### config.mk
export PLATFORM = sky130hd
export DESIGN_NAME = bus_arbiter
export DESIGN_NICKNAME = d
export VERILOG_FILES = /design/src/rtl/bus_arbiter_pkg.sv /design/src/rtl/bus_arbiter_rr2.sv /design/src/rtl/bus_arbiter.sv
export SDC_FILE = /design/constraint.sdc
export NUM_CORES = 1
export LEC_CHECK = 0
export CAP_MARGIN = 20
export CORE_MARGIN = 10
export CORE_UTILIZATION = 38
export CTS_BUF_LIST = sky130_fd_sc_hd__clkbuf_8 sky130_fd_sc_hd__clkbuf_16
export DETAILED_ROUTE_END_ITERATION = 12
export PLACE_DENSITY = 0.77
export SLEW_MARGIN = 20
export SYNTH_ARGS = -nofsm -noshare
export SYNTH_HDL_FRONTEND = slang
export SYNTH_SLANG_ARGS = --single-unit
### constraint.sdc
create_clock -name clk -period 4.9 [get_ports clk]
set_clock_uncertainty 0.1 [all_clocks]
set_input_delay 0.98 -clock clk [delete_from_list [all_inputs] [get_ports clk]]
set_output_delay 0.98 -clock clk [all_outputs]
set_load 0.1 [all_outputs]
### src/rtl/bus_arbiter_pkg.sv
// Shared definitions for the two-master device bus arbiter: control pin
// bit positions, status bits and FSM state encodings.
package bus_arbiter_pkg;

    // Bit positions within mN_ctrl / dev_ctrl
    localparam int CTRL_READ  = 0;
    localparam int CTRL_WRITE = 1;

    // Bit positions within mN_stat
    localparam int STAT_DONE  = 0;
    localparam int STAT_ERR   = 1;

    typedef enum logic [1:0] {
        ARB_IDLE  = 2'd0,
        ARB_ISSUE = 2'd1,
        ARB_WAIT  = 2'd2,
        ARB_DONE  = 2'd3
    } arb_state_t;

    // Build a completed-transfer status word
    function automatic logic [1:0] mk_stat(input logic err);
        logic [1:0] s;
        s            = 2'b00;
        s[STAT_DONE] = 1'b1;
        s[STAT_ERR]  = err;
        return s;
    endfunction

endpackage

### src/rtl/bus_arbiter_rr2.sv
// Two-requester round-robin picker. When both masters request, the one
// that was not served last wins; a lone requester always wins.
module arb_rr2 (
    input  logic [1:0] req,
    input  logic       last,
    output logic       gnt,
    output logic       valid
);

    // Pick the grant index from the request vector and the last-served pointer
    always_comb begin
        valid = |req;
        gnt   = 1'b0;
        if (req == 2'b11) begin
            gnt = ~last;
        end else begin
            gnt = req[1];
        end
    end

endmodule

### src/rtl/bus_arbiter.sv
// Two-master device bus arbiter and handshake sequencer.
//
//   state     | meaning
//   ----------+-----------------------------------------------------------
//   ARB_IDLE  | no transfer; arbitrate and capture the winner's request
//   ARB_ISSUE | wait for the previous device to release ACK, then drive pin
//   ARB_WAIT  | pin asserted, waiting for device ACK or timeout
//   ARB_DONE  | status held to the granted master until it drops its ctrl
module bus_arbiter
    import bus_arbiter_pkg::*;
#(
    parameter int WORD_WIDTH = 32,
    parameter int TIMEOUT    = 255
) (
    input  logic                  clk,
    input  logic                  rst,
    input  logic [1:0]            m0_ctrl,
    input  logic [WORD_WIDTH-1:0] m0_addr,
    input  logic [WORD_WIDTH-1:0] m0_wdata,
    output logic [WORD_WIDTH-1:0] m0_rdata,
    output logic [1:0]            m0_stat,
    input  logic [1:0]            m1_ctrl,
    input  logic [WORD_WIDTH-1:0] m1_addr,
    input  logic [WORD_WIDTH-1:0] m1_wdata,
    output logic [WORD_WIDTH-1:0] m1_rdata,
    output logic [1:0]            m1_stat,
    output logic [1:0]            dev_ctrl,
    input  logic                  dev_ack,
    output logic [WORD_WIDTH-1:0] addr,
    output logic [WORD_WIDTH-1:0] data_out,
    input  logic [WORD_WIDTH-1:0] data_in
);

    localparam int CNT_W = (TIMEOUT < 1) ? 1 : $clog2(TIMEOUT + 1);
    localparam logic [CNT_W-1:0] CNT_TC = CNT_W'(TIMEOUT);

    arb_state_t            state_q, state_d;
    logic                  gnt_q, gnt_d;
    logic [1:0]            op_q, op_d;
    logic                  err_q, err_d;
    logic                  last_q, last_d;
    logic [CNT_W-1:0]      cnt_q, cnt_d;
    logic [WORD_WIDTH-1:0] addr_d, data_out_d, m0_rdata_d, m1_rdata_d;
    logic [1:0]            dev_ctrl_d, m0_stat_d, m1_stat_d;

    logic [1:0] req;
    logic       rr_gnt;
    logic       rr_valid;
    logic [1:0] sel_ctrl;

    assign req      = {(m1_ctrl != 2'b00), (m0_ctrl != 2'b00)};
    assign sel_ctrl = gnt_q ? m1_ctrl : m0_ctrl;

    arb_rr2 u_rr (
        .req   (req),
        .last  (last_q),
        .gnt   (rr_gnt),
        .valid (rr_valid)
    );

    // State and all registered outputs; reset leaves master 1 as last served
    // so master 0 wins a simultaneous first request.
    always_ff @(posedge clk or posedge rst) begin
        if (rst) begin
            state_q  <= ARB_IDLE;
            gnt_q    <= 1'b0;
            op_q     <= 2'b00;
            err_q    <= 1'b0;
            last_q   <= 1'b1;
            cnt_q    <= '0;
            addr     <= '0;
            data_out <= '0;
            dev_ctrl <= 2'b00;
            m0_rdata <= '0;
            m1_rdata <= '0;
            m0_stat  <= 2'b00;
            m1_stat  <= 2'b00;
        end else begin
            state_q  <= state_d;
            gnt_q    <= gnt_d;
            op_q     <= op_d;
            err_q    <= err_d;
            last_q   <= last_d;
            cnt_q    <= cnt_d;
            addr     <= addr_d;
            data_out <= data_out_d;
            dev_ctrl <= dev_ctrl_d;
            m0_rdata <= m0_rdata_d;
            m1_rdata <= m1_rdata_d;
            m0_stat  <= m0_stat_d;
            m1_stat  <= m1_stat_d;
        end
    end

    // Next-state and next-output decode for the arbitration/handshake FSM
    always_comb begin
        state_d    = state_q;
        gnt_d      = gnt_q;
        op_d       = op_q;
        err_d      = err_q;
        last_d     = last_q;
        cnt_d      = cnt_q;
        addr_d     = addr;
        data_out_d = data_out;
        dev_ctrl_d = dev_ctrl;
        m0_rdata_d = m0_rdata;
        m1_rdata_d = m1_rdata;
        m0_stat_d  = m0_stat;
        m1_stat_d  = m1_stat;

        case (state_q)
            ARB_IDLE: begin
                if (rr_valid) begin
                    gnt_d      = rr_gnt;
                    addr_d     = rr_gnt ? m1_addr  : m0_addr;
                    data_out_d = rr_gnt ? m1_wdata : m0_wdata;
                    op_d       = rr_gnt ? m1_ctrl  : m0_ctrl;
                    cnt_d      = '0;
                    if (op_d == 2'b11) begin
                        // Status for an illegal op is raised from DONE itself,
                        // one cycle after entry.
                        err_d   = 1'b1;
                        state_d = ARB_DONE;
                    end else begin
                        err_d   = 1'b0;
                        state_d = ARB_ISSUE;
                    end
                end
            end

            ARB_ISSUE: begin
                cnt_d = cnt_q + CNT_W'(1);
                if (cnt_q == CNT_TC) begin
                    dev_ctrl_d = 2'b00;
                    err_d      = 1'b1;
                    state_d    = ARB_DONE;
                    if (gnt_q) m1_stat_d = mk_stat(1'b1);
                    else       m0_stat_d = mk_stat(1'b1);
                end else if (!dev_ack) begin
                    dev_ctrl_d = op_q;
                    state_d    = ARB_WAIT;
                end
            end

            ARB_WAIT: begin
                cnt_d = cnt_q + CNT_W'(1);
                if (dev_ack) begin
                    if (op_q[CTRL_READ]) begin
                        if (gnt_q) m1_rdata_d = data_in;
                        else       m0_rdata_d = data_in;
                    end
                    dev_ctrl_d = 2'b00;
                    err_d      = 1'b0;
                    state_d    = ARB_DONE;
                    if (gnt_q) m1_stat_d = mk_stat(1'b0);
                    else       m0_stat_d = mk_stat(1'b0);
                end else if (cnt_q == CNT_TC) begin
                    dev_ctrl_d = 2'b00;
                    err_d      = 1'b1;
                    state_d    = ARB_DONE;
                    if (gnt_q) m1_stat_d = mk_stat(1'b1);
                    else       m0_stat_d = mk_stat(1'b1);
                end
            end

            ARB_DONE: begin
                if (sel_ctrl == 2'b00) begin
                    m0_stat_d = 2'b00;
                    m1_stat_d = 2'b00;
                    last_d    = gnt_q;
                    state_d   = ARB_IDLE;
                end else begin
                    if (gnt_q) m1_stat_d = mk_stat(err_q);
                    else       m0_stat_d = mk_stat(err_q);
                end
            end

            default: begin
                state_d = ARB_IDLE;
            end
        endcase
    end

endmodule

* Yosys cells after proc, flatten, opt, wreduce, memory -nomap -nowiden
Cells that the tools add are included.
** Word-level totals
- Register bits :: 149
- Bits of input ports :: 167
- Output and inout port bits :: 134
- Logic and storage cells :: 89
** Cells by class
- $add $sub $neg :: 1
- Equality and inequality tests :: 14
- Muxes and demuxes :: 39
- Bitwise gates (word level) :: 2
- Reductions and logical operators :: 20
** Operators by type and width (number)
- $mux 32 :: 2
- $mux 2 :: 25
- $ne 3x3->1 const B :: 6
- $pmux 8 s2 :: 1
- $pmux 2 s3 :: 2
- $reduce_and 4->1 :: 3
- $reduce_and 3->1 :: 3
- $add 8x1->8 const B :: 1
- $eq 2x2->1 const B :: 4
- $eq 8x8->1 const B :: 1
- $mux 8 :: 1
- $pmux 2 s4 :: 1
- $reduce_and 2->1 :: 4
- $reduce_bool 2->1 :: 4
- $reduce_bool 3->1 :: 2
- $mux 1 :: 5
- $logic_not 2->1 :: 2
- $ne 2x2->1 const B :: 2
- $pmux 2 s2 :: 1
- $reduce_or 2->1 :: 2
- $pmux 1 s3 :: 1
- $eq 2x1->1 const B :: 1
- $not 1->1 :: 2

* Longest topological paths before layout
- Depth in word-level cells :: 8
- Depth in mapped cells :: 8
- Depth with buffers taken out :: 6

* Cells and area by module
Synthesis repeated with hierarchy kept, for this count alone.
** Unflattened totals
- Cell total of the unflattened synthesis :: 560
- Area, all modules :: 6698.9 um2
** By module, submodules not included
- bus_arbiter :: times used 1, cells each 558, area an instance 6685.2 um2, seq. area each 3729.8 um2
- arb_rr2 :: times used 1, cells each 2, area an instance 13.8 um2, seq. area each 0.0 um2

* Least setup slack after synthesis
No wires, ideal clock.
- Path type :: input port to flip-flop
- Start :: in m1_ctrl[1]
- End :: reg m0_stat[1]
- Setup time :: 0.126 ns
- Data arrival time :: 2.157 ns
- Data required time :: 4.674 ns
- Slack :: 2.517 ns
- Cell stages on the path :: 5
- Path buffers :: 1
- Cell sequence :: buf_2 -> or3b_1 -> and3_1 -> or3_1 -> o311a_1
** On the way
- Longest elaborated chain between the ends :: 4
- Elaborated cells between the ends (all ways) :: 6
- Classes of those cells :: eq/ne: 1; mux: 3; reduce/logical: 2
** RTL lines
- from (decl) :: line bus_arbiter.sv:22 : input logic [1:0] m1_ctrl,
- $mux 2 (*) :: line bus_arbiter.sv:52 : assign sel_ctrl = gnt_q ? m1_ctrl : m0_ctrl;
- $logic_not 2->1 (*) :: line bus_arbiter.sv:167 : if (sel_ctrl == 2'b00) begin
- $ne 3x3->1 (no source line) or $mux 2 (tied branches)
- $reduce_and 3->1 (no source line) or $pmux 2 s3 (tied branches)
- to (signal assigned) :: line bus_arbiter.sv:90 : m0_stat <= m0_stat_d;
- to (decl) :: line bus_arbiter.sv:21 : output logic [1:0] m0_stat,
Mark *: on every way between the ends. The rest lies on a longest branch, timed or not.
A chain may end at the register's enable or synchronous reset.

* Worst setup path after layout
- Start :: in m1_ctrl[0]
- End :: reg data_out[9]
** On the way
- Longest elaborated chain between the ends :: 4
- Elaborated cells between the ends (all ways) :: 6
- Classes of those cells :: eq/ne: 1; mux: 2; reduce/logical: 3
** RTL lines
- $reduce_bool 2->1 (*) :: line bus_arbiter.sv:51 : assign req = {(m1_ctrl != 2'b00), (m0_ctrl != 2'b00)};
- $eq 2x2->1 :: line bus_arbiter_rr2.sv:14 : if (req == 2'b11) begin
- $mux 1 :: line bus_arbiter_rr2.sv:14
- $mux 32 :: line bus_arbiter.sv:116 : data_out_d = rr_gnt ? m1_wdata : m0_wdata;
- to (signal assigned) :: line bus_arbiter.sv:86 : data_out <= data_out_d;
- to (decl) :: line bus_arbiter.sv:30 : output logic [WORD_WIDTH-1:0] data_out,
Marks and branches as above.

==> metrics.txt <==
# DRC=0; Synth Instances=563; Via Count=5328; compound-gate portion of the synthesized area=0.0959; largest area contributor in the netlist=dfrtp_1; core area=17300 µm²; Multi-input gate area=2710 µm²; final wirelength=20.9 mm; post-detail-place hpwl=16.3 mm; CP required=5.09 ns; number of buffers added for setup after CTS=0; maximum buffer depth of the clock tree=2; area grow syn2layout=55.6%; Worst Tran Pin Value=1.07 ns; sequential share of the synthesized area=0.557; Hold Crit Depth=2; vias in the first global route=5721; Final ANT Viol Nets=0; TNS Setup=0 ns; number of vias per cell=4.87; CTS Sinks=149; first-pass GRT wire length=32.7 mm; die area=23300 µm²; area share of and/or/nand/nor cells after synthesis=0.0834; Synth top cells by count=148 x dfrtp_1, 76 x nand2_1, 65 x mux2_2; 1st-pass router iterations=5; number of port buffers=300; R2R cell count=6; Synth Flop Type=dfrtp_1; post-CTS sizing=0; Seq cells post-synth=149; row cnt=48; number of flops mapped to enable cells by yosys=0; Worst-Skew Late Latency=0.41 ns; CP max FO=83; Final Hold Fails=0; endpoint of the worst hold path=data_out[12]; run status=finished clean; CTS clk-pin slew, worst paths=0.07 ns; Worst setup SP type=primary input; global route total overflow=0; min Tclk post-route=3.17 ns; Starting Density=0.387; distinct cell type count after synthesis=48; Max-slew headroom=0.287; crit path DAT=3.36 ns; Die H=153 µm; max cap viols=0; largest cells by area after synthesis=dfrtp_1 55%, mux2_2 11%, mux2i_1 9.6%, nand2_1 4.3%, o21ai_0 4.2%; H-tree depth=4; Post-Syn Area=6690 µm²; Root Buffer=clkbuf_16; # hold bufs at CTS=0; DR WL/cell=19.1 µm; RR Startpoint=state_q[0]; gpl congestion=0.864; syn avg cell area=11.9 µm²; hold_sp=data_out[12]; initial antenna violation count=0; main combinational cell family by area after synthesis=multiplexers; post-synthesis mux area share=0.205; synth warn=0; syn nets=736; initial drt markers=229; most common cell in the netlist=dfrtp_1; final slew viol count=0; Final Cycle Share=0.648; CP Capture Type=flop; CTS tree=built; XOR/XNOR Fraction of Synth Area=0.00654; RSZ-0062 raised after global routing=false; largest net degree at the start of global routing=84; Ports=301; Final setup violation count=0; fill cell total of the finished layout=1466; Storage cell area=3730 µm²; Reg2Reg Capture Point=data_out[23]; diodes inserted=0; Tot GR Track Use=0.175; Synth top area share=0.553; worst reg-to-reg setup slack=2.65 ns; post-synthesis adder-cell area fraction=0.0112; layout cells sized above 1=0.126; Final nets=1030; CP Class=in2reg; worst hold path type=reg2reg; fmax=0.315 GHz; Die X=153 µm; total CTS buffers=17; ys async rst share=1.00
## worst max-delay path by stage
stage / from / end / depth (start not counted) / slack, ns
2_1_floorplan: rst / addr[0] / 1 / 1.95
5_1_grt: m1_ctrl[0] / data_out[3] / 6 / 1.45
4_1_cts: m1_ctrl[0] / data_out[3] / 5 / 1.73
3_5_place_dp: m1_ctrl[0] / data_out[3] / 5 / 1.30
6_report: m1_ctrl[0] / data_out[9] / 5 / 1.73
3_3_place_gp: m1_ctrl[0] / data_out[3] / 5 / 1.38
## flip-flops by register name, indices dropped and copies added, names as in the netlist
register and flops:
data_out 32, addr 32, m0_stat 2, m1_stat 2, m0_rdata 32, gnt_q 1
op_q 2, m1_rdata 32, last_q 1, err_q 1, cnt_q 8, state_q 2
dev_ctrl 2
## routing by layer
metal / vias up / track usage / routed length [µm]
li1: 2583 / - / -
met1: 2505 / 0.199 / 8580
met2: 229 / 0.280 / 9870
met3: 11 / 0.0881 / 2240
met4: 0 / 0.0554 / 193
met5: - / 0 / 0
## layout by cell type, fill, tap and decap left out, types with 4 or more instances in the layout
cell / instances
xnor2_1: 5
buf_4: 6
mux2i_1: 64
clkbuf_16: 17
and2_1: 4
nand2_1: 76
inv_1: 7
a211oi_1: 5
dfrtp_1: 148
inv_6: 6
a21oi_1: 9
mux2_2: 65
nand3_1: 7
nor2_1: 16
o21ai_0: 55
ha_1: 6
o21ai_1: 14
clkdlybuf4s50_1: 300
## area by class of cell
| class | count | area share |
|---|---|---|
| flip-flops and latches | 149 | 0.358 |
| clock buffers | 18 | 0.0422 |
| repair buffers | 308 | 0.296 |
| well taps | 225 | 0.0270 |
| clock inverters | 14 | 0.0127 |
| inverters | 8 | 0.00324 |
| multi-input cells | 373 | 0.260 |
## critical path: stages
cell and delay, ns:
clkdlybuf4s50_1 0.63, nor4_4 0.55, nand2b_4 0.73, buf_12 0.29, o21ai_0 0.13
## kinds of logic (layout without fill, tap and decap cells)
group           Yosys count  count (layout)
simple gates            124             124
compound gates          109             109
flops                   149             149
buf+inv                  41             348
xor+xnor                  5               5
mux                     129             129
fa+ha+maj                 6               6
## stage by stage
stage | utilization | hold WS, ns | worst slack, ns | instance area (µm²) | instances
after global placement | 0.569 | 0.361 | 1.38 | 9840 | 1063
after global routing | 0.602 | 0.412 | 1.45 | 10400 | 1095
after CTS | 0.602 | 0.386 | 1.73 | 10400 | 1095
after detailed placement | 0.569 | 0.371 | 1.30 | 9840 | 1063
after floorplan | - | 0.350 | 1.95 | 6700 | 563
final | 0.602 | 0.380 | 1.73 | 10400 | 1095
Power is left out: the tool's default activity adds up to more than one toggle a clock period on the data nets, which glitch-free logic cannot reach.
==> RTL edit, RTL diff (same flow settings) <==
Reset style: synchronous (`rst`), changed in one clocked block.
--- a/src/rtl/bus_arbiter.sv
+++ b/src/rtl/bus_arbiter.sv
@@ -61,5 +61,5 @@
     // State and all registered outputs; reset leaves master 1 as last served
     // so master 0 wins a simultaneous first request.
-    always_ff @(posedge clk or posedge rst) begin
+    always_ff @(posedge clk) begin
         if (rst) begin
             state_q  <= ARB_IDLE;
Function: differs if rst is asserted again (counterexample within 4 cycles, from zero or initial values and one cycle with rst high); with rst held inactive, the same outputs for 4 cycles.
==> RTL edit against the original RTL <==
  * Final area is 4.1% lower
  * Largest cell class is now non-clock buffers
  * Routed wire length grew 7.2%
  * Worst hold slack got worse by 0.026 ns
  * Sequential cell count is the same
  * Area after synthesis shrank 5.9%
  * Non-clock buffer count unchanged
  * Worst setup slack got worse by 0.22 ns
==> RTL edit: results (changes against the original RTL) <==
via count of the first global-routing pass 6097 (+6.6%); first-pass GRT wire length 34040 um (+4.2%); post-synthesis sequential area ratio 0.4735 (-0.08392); initial DRC count 240 (+4.8%); adder-cell share of the synthesized area 0.01192 (+0.0006974); per-cell routed wire length 18.16 um (-4.8%); antenna cells 2 (+2); clk cell area share 0.05978 (+0.004881); FF+latch area 2983 um^2 (-20%); CP Max Fanout 94 (+13%); fill count 1414 (-3.5%); multiplexer area fraction after synthesis 0.1051 (-0.1001); Tot GR Track Use 0.1941 (+0.01920); status completed; delay-heaviest family, CP buffers and inverters; initial antenna violation count 2 (+2); synth cell count leaders 149 x dfxtp_1, 139 x nand2_1, 81 x a21oi_1, 78 x nor2_1, 68 x a211oi_1; buffer share of cell area 0.3078 (+0.01132); Placer Congestion 0.8110 (-6.1%); Mapped Nets 901 (+22%); Logic inverters 9 (+1); Post-synth ARST share 0 (-1.000); multi-input gates 513 (+38%); slowest cell on the critical path buf_4; hpwl dp 16940 um (+4.0%); largest incremental delay on the critical path 0.78 ns (+0.05 ns); via count 6220 (+17%); final worst path period need 3.396 ns (+0.2234 ns); largest cells by area after synthesis dfxtp_1 47%, mux2i_1 10%, nand2_1 8.3%; Layout Nets 1171 (+14%); XOR/XNOR Fraction of Synth Area 0.004171 (-0.002374)
## RTL edit: changes by cell type in the layout (fill, tap and decap cells not counted), sizes merged, moves of 61 or more
cell | before | now
dfxtp | 0 | 149
dfrtp | 148 | 0
a21oi | 9 | 81
mux2 | 65 | 1
a211oi | 5 | 68
nand2 | 76 | 139
nor2 | 16 | 78
o21ai | 70 | 9
## RTL edit: metal layers
metal / routed length (um) / part of all wire / up-vias / GRT usage
met4: 330 / 0.015 / 0 / 0.06035
met1: 8358 / 0.37 / 2849 / 0.2094
met2: 10740 / 0.48 / 256 / 0.3186
met3: 2968 / 0.13 / 25 / 0.1083
met5: 0 / 0 / - / 0
li1: - / - / 3090 / -
## RTL edit: worst paths after layout
check / depth (start not counted) / startpoint / slack, ns / endpoint
max: 6 / m1_ctrl[0] / 1.50 / addr[16]
min reg2reg: 2 / m0_rdata[0] / 0.35 / m0_rdata[0]
max reg2reg: 7 / state_q[0] / 1.85 / addr[16]
min: 2 / m0_rdata[0] / 0.35 / m0_rdata[0]
## RTL edit: per-stage QoR
stage | utilization | std cells | instance area [um^2] | hold slack (ns)
after global placement | 0.5718 | 1199 | 9382 | 0.3409
after global routing | 0.6085 | 1233 | 9983 | 0.3719
final | 0.6085 | 1233 | 9983 | 0.3538
after detailed placement | 0.5718 | 1199 | 9382 | 0.3453
after CTS | 0.6082 | 1231 | 9978 | 0.3542
after floorplan | - | 728 | 6300 | 0.3322
## RTL edit: where the power goes
part	internal [mW]	leakage, nW	switching (mW)
logic	0.846	2.33	2.48
registers	1.47	1.22	0.155
clock network	0.784	0.289	0.530
total	3.10	3.84	3.16
## RTL edit: worst min-delay path, stage by stage (launching register included)
cell and delay [ns]:
dfxtp_1 0.31, nand2_1 0.05, a21oi_1 0.05
